**config.mk**
```make
export PLATFORM = sky130hd
export DESIGN_NAME = imem_arbiter
export DESIGN_NICKNAME = d
export VERILOG_FILES = /design/src/rtl/imem_arbiter_pkg.sv /design/src/rtl/imem_arb_starve_ctr.sv /design/src/rtl/imem_arbiter.sv
export SDC_FILE = /design/constraint.sdc
export NUM_CORES = 1
export LEC_CHECK = 0
export ABC_CLOCK_PERIOD_IN_PS = 3500
export BUFFER_PORTS_ARGS = -buffer_cell sky130_fd_sc_hd__buf_2
export CAP_MARGIN = 10
export CORE_AREA = 2 2 95 97
export CTS_CLUSTER_DIAMETER = 200
export DETAILED_ROUTE_END_ITERATION = 10
export DIE_AREA = 0 0 97 99
export PLACE_DENSITY_LB_ADDON = 0.1
export SKIP_LAST_GASP = 1
export SLEW_MARGIN = 20
export SYNTH_ARGS = -nofsm -noshare
export SYNTH_HDL_FRONTEND = slang
export SYNTH_HIERARCHICAL = 1
export SYNTH_SLANG_ARGS = --single-unit
```
**constraint.sdc**
```tcl
create_clock -name ip_clk -period 3.5 [get_ports ip_clk]
set_input_delay 0.7 -clock ip_clk [delete_from_list [all_inputs] [get_ports ip_clk]]
set_output_delay 0.7 -clock ip_clk [all_outputs]
set_load 0.02 [all_outputs]
```
**src/rtl/imem_arbiter_pkg.sv**
```systemverilog
// Shared types and helpers for the instruction-memory arbiter.
package imem_arbiter_pkg;

  typedef enum logic {
    BOOT = 1'b0,
    RUN  = 1'b1
  } arb_state_t;

  // Width of the memory word index for a power-of-two depth.
  function automatic int word_idx_w(input int size_in_words);
    return (size_in_words > 1) ? $clog2(size_in_words) : 1;
  endfunction

endpackage

```
**src/rtl/imem_arb_starve_ctr.sv**
```systemverilog
// Saturating count of consecutive loader grants taken while a fetch waits.
module imem_arb_starve_ctr #(
  parameter int LIMIT = 4
) (
  input  logic i_clk,
  input  logic i_reset,
  input  logic i_inc,
  input  logic i_clr,
  output logic o_at_limit
);

  localparam int CW = (LIMIT > 0) ? $clog2(LIMIT + 1) : 1;

  logic [CW-1:0] r_cnt;

  always_ff @(posedge i_clk) begin
    if (i_reset) begin
      r_cnt <= '0;
    end else if (i_clr) begin
      r_cnt <= '0;
    end else if (i_inc && (r_cnt != CW'(LIMIT))) begin
      r_cnt <= r_cnt + 1'b1;
    end
  end

  assign o_at_limit = (r_cnt == CW'(LIMIT));

endmodule

```
**src/rtl/imem_arbiter.sv**
```systemverilog
// Shares one instruction memory between the boot loader and the core fetch port.
// Optional macro IMEM_ARB_MISALIGN_CHK_EN adds op_fetch_misaligned.
//
//   state | meaning
//   BOOT  | loader writes only, core held off, fetches never granted
//   RUN   | core enabled, loader and fetch arbitrated with starvation guard
module imem_arbiter
  import imem_arbiter_pkg::*;
#(
  parameter int SIZE_IN_WORDS = 1024,
  parameter int STARVE_LIMIT  = 4,
  localparam int W            = word_idx_w(SIZE_IN_WORDS)
) (
  input  logic          ip_clk,
  input  logic          ip_reset,
  input  logic          ip_inst_req,
  input  logic [31:0]   ip_inst_addr,
  output logic          op_inst_valid,
  output logic [31:0]   op_inst,
  output logic [31:0]   op_inst_addr,
  input  logic          ip_ldr_req,
  input  logic [31:0]   ip_ldr_addr,
  input  logic [31:0]   ip_ldr_data,
  output logic          op_ldr_ack,
  input  logic          ip_ldr_done,
  output logic          op_core_en,
  output logic [W-1:0]  op_mem_addr,
  output logic          op_mem_wen,
  output logic [31:0]   op_mem_wdata,
`ifdef IMEM_ARB_MISALIGN_CHK_EN
  output logic          op_fetch_misaligned,
`endif
  input  logic [31:0]   ip_mem_rdata
);

  arb_state_t  r_state;
  arb_state_t  w_state_nxt;
  logic        w_fetch_gnt;
  logic        w_ldr_gnt;
  logic        w_at_limit;
  logic        r_pend;
  logic [31:0] r_fetch_addr;
  logic        w_unused_bits;

  always_ff @(posedge ip_clk) begin
    if (ip_reset) begin
      r_state <= BOOT;
    end else begin
      r_state <= w_state_nxt;
    end
  end

  // Grants are gated by reset so the memory port is quiet during reset.
  always_comb begin
    w_state_nxt  = r_state;
    w_fetch_gnt  = 1'b0;
    w_ldr_gnt    = 1'b0;
    op_mem_addr  = ip_inst_addr[W+1:2];
    op_mem_wdata = '0;
    if (!ip_reset) begin
      if ((r_state == RUN) && ip_inst_req && (!ip_ldr_req || w_at_limit)) begin
        w_fetch_gnt = 1'b1;
      end else if (ip_ldr_req) begin
        w_ldr_gnt    = 1'b1;
        op_mem_addr  = ip_ldr_addr[W+1:2];
        op_mem_wdata = ip_ldr_data;
      end
      if ((r_state == BOOT) && ip_ldr_done) begin
        w_state_nxt = RUN;
      end
    end
  end

  assign op_mem_wen = w_ldr_gnt;
  assign op_ldr_ack = w_ldr_gnt;
  assign op_core_en = (r_state == RUN);

  imem_arb_starve_ctr #(
    .LIMIT(STARVE_LIMIT)
  ) u_starve_ctr (
    .i_clk     (ip_clk),
    .i_reset   (ip_reset),
    .i_inc     (w_ldr_gnt && ip_inst_req),
    .i_clr     (w_fetch_gnt || !ip_inst_req),
    .o_at_limit(w_at_limit)
  );

  always_ff @(posedge ip_clk) begin
    if (ip_reset) begin
      r_pend       <= 1'b0;
      r_fetch_addr <= '0;
    end else begin
      r_pend <= w_fetch_gnt;
      if (w_fetch_gnt) begin
        r_fetch_addr <= ip_inst_addr;
      end
    end
  end

  // Read data arrives one cycle after the grant; a reset that cycle squashes it.
  assign op_inst_valid = r_pend && !ip_reset;
  assign op_inst       = op_inst_valid ? ip_mem_rdata : '0;
  assign op_inst_addr  = r_fetch_addr;

`ifdef IMEM_ARB_MISALIGN_CHK_EN
  assign op_fetch_misaligned = op_inst_valid && (r_fetch_addr[1:0] != 2'b00);
`endif

  assign w_unused_bits = &{1'b0, ip_ldr_addr[31:W+2], ip_ldr_addr[1:0]};

endmodule

```
Word level (Yosys, flattened, before mapping) --
Index checks and enable logic that the tools add are counted.
Word-level totals: register bits after elaboration 37, logic and storage cells 32
Operators by class: bitwise gates (word level) 1, add/sub/neg operators 1, equal/unequal tests 2, multiplexer cells 12, reduce and logical (&&, ||, !) cells 12
Operators by type and width (number):
- $mux 32 | 4
- $mux 10 | 3
- $logic_and 1x1->1 | 6
- $mux 1 | 5
- $add 3x1->3 const B | 1
- $eq 3x3->1 const B | 1
- $logic_not 1->1 | 3
- $ne 3x3->1 const B | 1
- $logic_or 1x1->1 | 2
- $reduce_or 2->1 | 1
- $not 1->1 | 1

Longest topological paths before layout --
Gate-level depths: netlist of run 1.
depth in word-level cells 7, mapped depth 10, mapped depth without buffers 8

Hierarchy --
Netlist of run 1, hierarchy kept.
By module, submodules not included:
- imem_arbiter | cells an instance 234, area each 1963.1 µm², sequential area each 680.7 µm², times used 1
- imem_arb_starve_ctr | cells an instance 18, area each 187.7 µm², sequential area each 60.1 µm², times used 1

Worst setup path before layout of run 1 --
Ideal clock, no wire load.
path type reg2out, from reg u_starve_ctr.r_cnt[0], to out op_mem_wdata[22], path slack 1.225 ns, path buffers 2, stages on the path, launching flop included 9, arrival time 1.575 ns, path through dfxtp_1 -> inv_1 -> ha_1 -> and2_1 -> inv_1 -> o211a_1 -> buf_6 -> buf_2 -> and2_1
Between the ends: cells in the longest elaborated chain, start to end 5
Ends and longest elaborated chain:
- from (decl) | line imem_arb_starve_ctr.sv:14 | logic [CW-1:0] r_cnt;
- from (signal assigned) | line imem_arb_starve_ctr.sv:22 | r_cnt <= r_cnt + 1'b1;
- $eq 3x3->1 | line imem_arb_starve_ctr.sv:26 | assign o_at_limit = (r_cnt == CW'(LIMIT));
- via w_at_limit | line imem_arbiter.sv:40 | logic w_at_limit;
- $logic_or 1x1->1 | line imem_arbiter.sv:61 | if ((r_state == RUN) && ip_inst_req && (!ip_ldr_req || w_at_limit)) begin
- $logic_and 1x1->1 | line imem_arbiter.sv:61
- $mux 32 | line imem_arbiter.sv:61
- $mux 32 | line imem_arbiter.sv:60 | if (!ip_reset) begin
- to (decl) | line imem_arbiter.sv:29 | output logic [31:0] op_mem_wdata,
The timed path passes the listed nets, and every way through them passes these cells.

Final worst setup path of run 1 --
from reg u_starve_ctr.r_cnt[0], to out op_mem_addr[0]
Between the ends: cells in the longest elaborated chain, start to end 5
Ends and longest elaborated chain:
- $eq 3x3->1 | line imem_arb_starve_ctr.sv:26
- via w_at_limit | line imem_arbiter.sv:40
- $logic_or 1x1->1 | line imem_arbiter.sv:61
- $logic_and 1x1->1 | line imem_arbiter.sv:61
- $mux 10 | line imem_arbiter.sv:61
- $mux 10 | line imem_arbiter.sv:60
- to (decl) | line imem_arbiter.sv:27 | output logic [W-1:0] op_mem_addr,
The timed path passes the listed nets, and every way through them passes these cells.

==> results.sh, run 1 <==
export IMPL_synthFlopType="dfxtp_1"
export IMPL_post_route_period_util_pct=85.8
export IMPL_p_per_area_mw_per_mm2=283
export IMPL_drt_iter0_markers=19
export IMPL_worst_setup_path_end_kind="output port"
export IMPL_holdWs_ns=0.455
export IMPL_clkSinkCount=37
export IMPL_htree_levels=2
export IMPL_ys_ff_latch=37
export IMPL_clk_pin_slew_ns=0.08
export IMPL_fmax_mhz=333
export IMPL_grt_pass1_vias=2260
export IMPL_antenna_found_initial=0
export IMPL_post_synth_top_count_cell="and2_1"
export IMPL_final_cell_area_mm2=0.00339
export IMPL_cts_tree="built"
export IMPL_syn_inst=252
export IMPL_met2_usage_pct=24.9
export IMPL_placed_area_mm2=0.00331
export IMPL_grt_busiest_layer="met2"
export IMPL_async_reset_ff_share_pct=0
export IMPL_crit_type="reg -> out"
export IMPL_via_count=2395
export IMPL_synth_distinct_cells=24
export IMPL_root_buffer="clkbuf_8"
export IMPL_seq_area_frac_synth_pct=34.4
export IMPL_diodes=0
export IMPL_gp_congestion=0.749
export IMPL_rsz0062_at_grt="false"
export IMPL_slew_headroom_pct=57.8
export IMPL_start_util_pct=25.2
export IMPL_detail_route_wl_per_cell_um=12.2
export IMPL_die_y_um=99
export IMPL_p_total_uw=960
export IMPL_cp_arrival_ns=2.30
export IMPL_outcome="finished clean"
export IMPL_cp_max_fo=45
export IMPL_grt_pass1_wl_um=11100
export IMPL_grt_overflow=0
export IMPL_fin_crit_ns=3.00
export IMPL_start_kind="register"
export IMPL_clock_latency_ns=0.28
export IMPL_cts_setup_buffers=0
export IMPL_grt_util_met1_pct=16.3
export IMPL_p_leak_uw=0.00189
export IMPL_crit_path_start="u_starve_ctr/r_cnt[0]$_SDFFE_PP0P_"
export IMPL_avgSynthCellArea_um2=8.53
export IMPL_dp_hpwl_um=5500
export IMPL_core_mm2=0.00855
export IMPL_setup_tns_ns=0
export IMPL_synth_top_cells_by_count="67 x and2_1, 65 x nand2_1, 37 x dfxtp_1"
export IMPL_finalHoldViolCount=0
export IMPL_grt_max_degree=67
export IMPL_cts_resized=0
export IMPL_yosys_warnings=6
export IMPL_regToRegStartpoint="u_starve_ctr/r_cnt[0]$_SDFFE_PP0P_"
export IMPL_multiInputGateArea_mm2=0.00128
export IMPL_tightest_slew_ns=0.633
export IMPL_synth_top_area_share_pct=34.4
export IMPL_ys_top_cells_by_area="dfxtp_1 34%, and2_1 19%, mux2i_1 15%"
export IMPL_setup_violations=0
export IMPL_drc=0
export IMPL_die_x_um=97
export IMPL_netlist_area_mm2=0.00215
export IMPL_cts_hold_buf=0
export IMPL_syn_nets=387
export IMPL_nNetsFinal=600
export IMPL_worstPathRequired_ns=2.80
export IMPL_ant_nets=0
export IMPL_via_per_inst=4.17
export IMPL_ir_drop_v=0.000153
export IMPL_drive_above_1_share_pct=53.0
export IMPL_ios=243
export IMPL_yosys_area_top_type="dfxtp_1"
export IMPL_r2r_setup_slack_ns=1.16
export IMPL_skew_ns=0.00489
export IMPL_regArea_um2=741
export IMPL_numCtsBuffers=5
export IMPL_track_usage_pct=13.9
export IMPL_dieArea_mm2=0.00960
export IMPL_max_cap_violations=0
export IMPL_postLayoutCoreUtil_pct=39.7
export IMPL_finalWirelength_um=7000
export IMPL_clock_path_buffers=2
export IMPL_drv_slew=0
export IMPL_drtPass1Iterations=4
export IMPL_hold_path_class="reg -> reg"
export IMPL_syn2layout_area_growth_pct=57.8
export IMPL_grt_use_met3_pct=3.97
export IMPL_worstHoldStart="op_inst_addr[16]$_SDFFE_PP0P_"
export IMPL_rows=34
export IMPL_synth_edff_count=0
export IMPL_nFillCells=935
export IMPL_portBuffers=220
## kinds of logic (layout without fill, tap and decap cells)
logic type      after synthesis  after routing  synth area share (%)
simple gates                141            141                  33.8
fa+ha+maj                     2              2                  1.16
buf+inv                      23            237                  6.28
mux                          44             44                  22.2
compound gates                5              5                  2.09
flops                        37             37                  34.4
## sequential cells by signal, indices dropped and copies added (netlist names)
register,flops
op_core_en,1
op_inst_addr,32
r_pend,1
u_starve_ctr/r_cnt,3
## layout make-up
type                    instances  area share [%]
multi-input cells             192            37.8
clock inverters                 2           0.295
well taps                     108            3.98
clock buffers                   6            2.14
inverters                       4           0.442
flip-flops and latches         37            21.8
repair buffers                225            33.5
## cell usage in the layout, fill, tap and decap left out, drive strengths merged, types with 2 or more instances in the layout
cell    instances
a21oi           2
and2           67
buf           225
clkbuf          6
clkinv          2
dfxtp          37
ha              2
inv             4
mux2           12
mux2i          32
nand2          65
nor2            2
nor3b           3
## path summary, 6_finish.rpt
check | end | cells after the start
min | op_inst_addr[16]$_SDFFE_PP0P_ | 2
min reg2reg | op_inst_addr[16]$_SDFFE_PP0P_ | 2
max reg2reg | u_starve_ctr/r_cnt[1]$_SDFFE_PP0P_ | 9
max | op_mem_addr[0] | 8
## critical path, cell delays in order (launching register included)
cell and delay, ns:
dfxtp_1 0.37, inv_1 0.06, ha_1 0.23, and2_1 0.17, inv_1 0.11, o211a_1 0.17, buf_4 0.37, mux2_2 0.38
buf_2 0.16
## metrics by stage
step,worst slack (ns),cells
6_report,0.496,574
4_1_cts,0.477,574
2_1_floorplan,1.23,252
5_1_grt,0.303,574
3_5_place_dp,0.791,566
3_3_place_gp,0.797,566
## metal layers
metal,share of wire [%],wire length [um]
met5,0,0
met3,8.3,583
met2,51,3550
met4,0.63,44
met1,40,2830
## power breakdown
group / leakage [uW] / total (uW) / internal [uW] / switching (uW)
combinational: 0.00155 / 232 / 107 / 125
sequential: 0.000300 / 438 / 432 / 5.84
clock: 0.0000450 / 290 / 138 / 151
total: 0.00189 / 960 / 678 / 282
Note: power is estimated with default switching activity, not from simulation.
==> run 2: changes to the inputs <==
--- a/config.mk
+++ b/config.mk
@@ -5,7 +5,7 @@
 export SDC_FILE = /design/constraint.sdc
 export NUM_CORES = 1
 export LEC_CHECK = 0
-export ABC_CLOCK_PERIOD_IN_PS = 3500
+export ABC_CLOCK_PERIOD_IN_PS = 2700
 export BUFFER_PORTS_ARGS = -buffer_cell sky130_fd_sc_hd__buf_2
 export CAP_MARGIN = 10
 export CORE_AREA = 2 2 95 97
==> constraint.sdc (replaced) <==
create_clock -name ip_clk -period 2.7 [get_ports ip_clk]
set_input_delay 0.54 -clock ip_clk [delete_from_list [all_inputs] [get_ports ip_clk]]
set_output_delay 0.54 -clock ip_clk [all_outputs]
set_load 0.02 [all_outputs]
==> run 2 against run 1 <==
  * Power rose by 31%
  * Combinational power grew 37%
  * Hold slack lost 0.0038 ns
  * Routed wire length increased by 3.9%
  * First-iteration DRC count is 47% higher
  * Sequential share of layout area shrank 0.46 points
  * Die area stayed put
  * Largest power group unchanged
  * Largest cell class unchanged
  * Count of clock-buffer cells in the layout stayed put
==> results.sh, run 2 (same netlist as run 1, synthesis figures left out) <==
export IMPL_outcome="finished clean"
export IMPL_fin_crit_ns=2.56
export IMPL_p_per_area_mw_per_mm2=361
export IMPL_drc=0
export IMPL_postLayoutCoreUtil_pct=40.6
export IMPL_nFillCells=926
export IMPL_regToRegStartpoint="u_starve_ctr/r_cnt[0]$_SDFFE_PP0P_"
export IMPL_portBuffers=220
export IMPL_core_mm2=0.00855
export IMPL_tightest_slew_ns=0.624
export IMPL_mostFrequentLayoutCells="220 x buf_2, 67 x and2_1, 65 x nand2_1"
export IMPL_clock_path_buffers=2
export IMPL_r2r_setup_slack_ns=0.53
export IMPL_fmax_mhz=391
export IMPL_cp_cell_sequence="inv_1 -> ha_1 -> and2_1 -> inv_2 -> o211a_4 -> buf_12 -> mux2_2 -> buf_2"
export IMPL_diodes=0
export IMPL_grt_pass1_vias=2227
export IMPL_post_place_ws_ns=0.301
export IMPL_ir_drop_v=0.000263
export IMPL_clock_latency_ns=0.28
export IMPL_grt_pass1_wl_um=11100
export IMPL_start_kind="register"
export IMPL_drive_above_1_share_pct=53.8
export IMPL_htree_levels=2
export IMPL_start_util_pct=25.2
export IMPL_layout_commonest_cell="buf_2"
export IMPL_setup_violations=0
export IMPL_dp_hpwl_um=5620
export IMPL_crit_family="buffers and inverters"
export IMPL_slew_headroom_pct=58.4
export IMPL_multiInputGateArea_mm2=0.00129
export IMPL_max_cap_violations=0
export IMPL_antenna_found_initial=0
export IMPL_drv_slew=0
export IMPL_root_buffer="clkbuf_8"
export IMPL_worst_setup_path_end_kind="output port"
export IMPL_p_leak_uw=0.00192
export IMPL_via_per_inst=4.13
export IMPL_drtPass1Iterations=4
export IMPL_clkSinkCount=37
export IMPL_nNetsFinal=602
export IMPL_dieArea_mm2=0.00960
export IMPL_critPathSlowestCell="dfxtp_2"
export IMPL_cts_tree="built"
export IMPL_die_y_um=99
export IMPL_rsz0062_at_grt="false"
export IMPL_via_count=2381
export IMPL_hold_path_class="reg -> reg"
export IMPL_skew_ns=0.00736
export IMPL_worstPathRequired_ns=2.16
export IMPL_rows=34
export IMPL_ant_nets=0
export IMPL_layout_setup_ws_ns=0.143
export IMPL_finalHoldViolCount=0
export IMPL_detail_route_wl_per_cell_um=12.6
export IMPL_track_usage_pct=14.1
export IMPL_numCtsBuffers=5
export IMPL_crit_path_start="u_starve_ctr/r_cnt[0]$_SDFFE_PP0P_"
export IMPL_clk_pin_slew_ns=0.07
export IMPL_syn2layout_area_growth_pct=61.5
export IMPL_gp_congestion=0.765
export IMPL_ios=243
export IMPL_drt_iter0_markers=28
export IMPL_largest_register_ffs=32
export IMPL_grt_max_degree=67
export IMPL_crit_buf_inv=4
export IMPL_cp_depth=8
export IMPL_finalWirelength_um=7280
export IMPL_r2r_cells=9
export IMPL_cp_max_fo=12
export IMPL_cp_endpoint="op_mem_addr[0]"
export IMPL_post_route_period_util_pct=94.7
export IMPL_die_x_um=97
export IMPL_cts_setup_buffers=0
export IMPL_slowest_delay_ns=0.35
export IMPL_r2r_end="u_starve_ctr/r_cnt[0]$_SDFFE_PP0P_"
export IMPL_regArea_um2=742
export IMPL_cp_arrival_ns=2.02
export IMPL_crit_type="reg -> out"
export IMPL_grt_overflow=0
export IMPL_setup_tns_ns=0
-- run 2: cell types whose count changed in the layout (fill, tap and decap cells not counted) --
cell and change:
buf_12 +1, buf_4 -1, bufbuf_16 +1, clkbuf_16 +1, dfxtp_1 -1, dfxtp_2 +1, inv_1 -1, inv_2 +1
o211a_1 -1, o211a_4 +1
-- run 2: stage by stage --
| stage | std cells | total power, uW | hold WS [ns] | area (um2) |
|---|---|---|---|---|
| finish | 576 | 1260 | 0.451 | 3470 |
| global route | 576 | 1330 | 0.476 | 3470 |
| CTS | 575 | 1280 | 0.457 | 3450 |
| detailed placement | 566 | 889 | 0.444 | 3320 |
| global placement | 566 | 885 | 0.439 | 3320 |
| floorplan | 252 | 750 | 0.532 | 2150 |
-- run 2: final cells by class --
cell class / count / area share [%]
Clock buffer: 6 / 2.09
Tap cell: 108 / 3.89
Sequential cell: 37 / 21.4
Timing Repair Buffer: 227 / 34.8
Clock inverter: 2 / 0.288
Multi-Input combinational cell: 192 / 37.1
Inverter: 4 / 0.432
-- run 2: routing by layer --
layer	routed length (um)	track usage, %	vias up
met2	3710	25.4	111
met5	0	0	-
li1	-	-	1226
met4	23	2.93	0
met1	2890	16.0	1042
met3	655	5.32	2
-- run 2: worst min path at each step --
| stage | startpoint | cells after the start | slack (ns) | endpoint |
|---|---|---|---|---|
| floorplan | op_inst_addr[2]$_SDFFE_PP0P_ | 2 | 0.53 | op_inst_addr[2]$_SDFFE_PP0P_ |
| global placement | op_inst_addr[27]$_SDFFE_PP0P_ | 2 | 0.44 | op_inst_addr[27]$_SDFFE_PP0P_ |
| detailed placement | op_inst_addr[1]$_SDFFE_PP0P_ | 2 | 0.44 | op_inst_addr[1]$_SDFFE_PP0P_ |
| CTS | op_inst_addr[3]$_SDFFE_PP0P_ | 2 | 0.46 | op_inst_addr[3]$_SDFFE_PP0P_ |
| global route | op_inst_addr[1]$_SDFFE_PP0P_ | 2 | 0.48 | op_inst_addr[1]$_SDFFE_PP0P_ |
| finish | op_inst_addr[3]$_SDFFE_PP0P_ | 2 | 0.45 | op_inst_addr[3]$_SDFFE_PP0P_ |
-- run 2: repair_timing --
item,4_1_cts,5_1_grt
hold buffers,0,0
gates resized for setup,1,2
gates cloned,1,1
endpoints found under the setup margin,4,10
pin swaps,1,0
-- run 2: report_power, final --
part           switching [uW]  total (uW)  internal [uW]
logic                     166         317            151
clock network             191         370            179
registers                7.44         568            561
-- run 2: tightest hold or removal path: stages (launching register included) --
cell and delay (ns):
dfxtp_1 0.31, nand2_1 0.05, mux2i_1 0.05
==> run 3: changes to the inputs <==
--- a/config.mk
+++ b/config.mk
@@ -13,6 +13,7 @@
 export DETAILED_ROUTE_END_ITERATION = 10
 export DIE_AREA = 0 0 97 99
 export PLACE_DENSITY_LB_ADDON = 0.1
+export RECOVER_POWER = 50
 export SKIP_LAST_GASP = 1
 export SLEW_MARGIN = 20
 export SYNTH_ARGS = -nofsm -noshare
==> run 3 against run 2 <==
  * Clock power barely moved
  * Via count down 0.34%
  * Sequential cell count unchanged
  * Critical path type unchanged
  * Critical endpoint is now op_mem_addr[5]
  * Largest power group unchanged
  * Highest routed layer unchanged
==> results.sh, run 3 (same netlist as run 1, synthesis figures left out) <==
export IMPL_outcome="finished clean"
export IMPL_p_per_area_mw_per_mm2=367
export IMPL_largest_register_ffs=32
export IMPL_met3_length_um=623
export IMPL_clock_latency_ns=0.28
export IMPL_nFillCells=945
export IMPL_core_mm2=0.00855
export IMPL_highest_layer="met4"
export IMPL_placed_area_mm2=0.00332
export IMPL_tightest_slew_ns=0.892
export IMPL_hold_path_class="reg -> reg"
export IMPL_slew_headroom_pct=40.5
export IMPL_post_route_period_util_pct=93.8
export IMPL_drive_above_1_share_pct=45.1
export IMPL_start_util_pct=25.2
export IMPL_track_usage_pct=14.1
export IMPL_worst_setup_path_end_kind="output port"
export IMPL_clock_path_buffers=2
export IMPL_dp_hpwl_um=5620
export IMPL_clk_pin_slew_ns=0.07
export IMPL_r2r_setup_slack_ns=0.55
export IMPL_crit_family="buffers and inverters"
export IMPL_cts_tree="built"
export IMPL_layout_setup_ws_ns=0.168
export IMPL_detail_route_wl_per_cell_um=12.6
export IMPL_rsz0062_at_grt="false"
export IMPL_clkSinkCount=37
export IMPL_antenna_found_initial=0
export IMPL_htree_levels=2
export IMPL_gp_congestion=0.765
export IMPL_grt_pass1_wl_um=11100
export IMPL_layout_commonest_cell="buf_2"
export IMPL_hold_path_depth=2
export IMPL_cts_setup_buffers=0
export IMPL_regToRegStartpoint="u_starve_ctr/r_cnt[0]$_SDFFE_PP0P_"
export IMPL_max_cap_violations=0
export IMPL_syn2layout_area_growth_pct=58.3
export IMPL_fin_cells=576
export IMPL_crit_type="reg -> out"
export IMPL_mostFrequentLayoutCells="182 x buf_2, 66 x and2_1, 65 x nand2_1"
export IMPL_fmax_mhz=395
export IMPL_ios=243
export IMPL_drc=0
export IMPL_root_buffer="clkbuf_8"
export IMPL_dieArea_mm2=0.00960
export IMPL_fin_crit_ns=2.53
export IMPL_drt_met1_wl_um=2910
export IMPL_diodes=0
export IMPL_p_total_uw=1250
export IMPL_worstPathRequired_ns=2.16
export IMPL_drt_iter0_markers=26
export IMPL_cp_cell_sequence="inv_1 -> ha_1 -> and2_0 -> clkinv_1 -> o211a_4 -> buf_12 -> mux2_4 -> buf_2"
export IMPL_critPathSlowestCell="dfxtp_2"
export IMPL_slowest_delay_ns=0.33
export IMPL_via_per_inst=4.12
export IMPL_finalWirelength_um=7270
export IMPL_min_to="op_inst_addr[3]$_SDFFE_PP0P_"
export IMPL_portBuffers=220
export IMPL_finalHoldViolCount=0
export IMPL_setup_violations=0
export IMPL_r2r_cells=7
export IMPL_numCtsBuffers=5
export IMPL_die_y_um=99
export IMPL_crit_buf_inv=4
export IMPL_rows=34
export IMPL_setup_tns_ns=0
export IMPL_skew_ns=0.00741
export IMPL_r2r_end="op_inst_addr[8]$_SDFFE_PP0P_"
export IMPL_grt_overflow=0
export IMPL_ant_nets=0
export IMPL_worstHoldStart="op_inst_addr[3]$_SDFFE_PP0P_"
export IMPL_nNetsFinal=602
export IMPL_via_count=2373
export IMPL_p_leak_uw=0.00175
export IMPL_grt_max_degree=67
export IMPL_wl_met2_um=3710
export IMPL_cp_depth=8
export IMPL_drv_slew=0
export IMPL_cp_arrival_ns=1.99
export IMPL_start_kind="register"
export IMPL_final_cell_area_mm2=0.00341
export IMPL_regArea_um2=742
export IMPL_post_place_ws_ns=0.301
export IMPL_die_x_um=97
export IMPL_dp_cells=566
export IMPL_multiInputGateArea_mm2=0.00128
export IMPL_cp_max_fo=12
export IMPL_drtPass1Iterations=3
export IMPL_ir_drop_v=0.000264
export IMPL_grt_pass1_vias=2227
==> run 3: changes by cell type in the layout (fill, tap and decap cells not counted) <==
cell | before | now
clkbuf_2 | 0 | 2
and2_1 | 67 | 66
clkinv_1 | 0 | 1
and2_0 | 0 | 1
a21oi_4 | 1 | 0
buf_2 | 220 | 182
a21oi_1 | 1 | 2
clkbuf_1 | 1 | 40
inv_2 | 2 | 1
buf_4 | 4 | 1
==> run 3: how the worst max path moves through the flow <==
stage / from / endpoint / slack [ns]
2_1_floorplan: u_starve_ctr/r_cnt[0]$_SDFFE_PP0P_ / op_mem_wdata[22] / 0.59
3_5_place_dp: u_starve_ctr/r_cnt[0]$_SDFFE_PP0P_ / op_mem_addr[0] / 0.30
6_report: u_starve_ctr/r_cnt[0]$_SDFFE_PP0P_ / op_mem_addr[5] / 0.17
5_1_grt: u_starve_ctr/r_cnt[0]$_SDFFE_PP0P_ / op_mem_addr[0] / 0.04
3_3_place_gp: u_starve_ctr/r_cnt[0]$_SDFFE_PP0P_ / op_mem_addr[0] / 0.33
4_1_cts: u_starve_ctr/r_cnt[0]$_SDFFE_PP0P_ / op_mem_addr[0] / 0.03
==> run 3: what timing repair did <==
action / CTS / global route
endpoints found under the setup margin: 4 / 10
gates resized for setup: 1 / 2
hold buffers: 0 / 0
pin swaps: 1 / 0
cloned: 1 / 1
==> run 3: metal layers <==
metal	GRT usage, %	up-vias
met5	0	-
met1	16.0	1038
li1	-	1223
met3	5.32	4
met2	25.4	108
met4	2.93	0
==> run 3: where the power goes <==
part           leakage, uW  internal [uW]  switching (uW)
Combinational      0.00140            146             165
Clock            0.0000450            179             193
Sequential        0.000301            561            7.86
==> run 3: cell type report <==
class	count	share of cell area, %
clock buffers	6	2.13
clock inverters	2	0.294
inverters	4	0.441
multi-input cells	192	37.5
flip-flops and latches	37	21.8
well taps	108	3.97
repair buffers	227	33.8
==> run 3: tightest hold or removal path, delay by kind of cell (launching register included) <==
family | cells | cell delay [ns]
flops | 1 | 0.31
mux | 1 | 0.05
simple gates | 1 | 0.05
==> run 3: through the flow <==
stage / hold slack [ns] / util, %
floorplan: 0.532 / -
global placement: 0.439 / 38.9
detailed placement: 0.444 / 38.9
CTS: 0.457 / 40.3
global route: 0.478 / 39.8
finish: 0.455 / 39.8
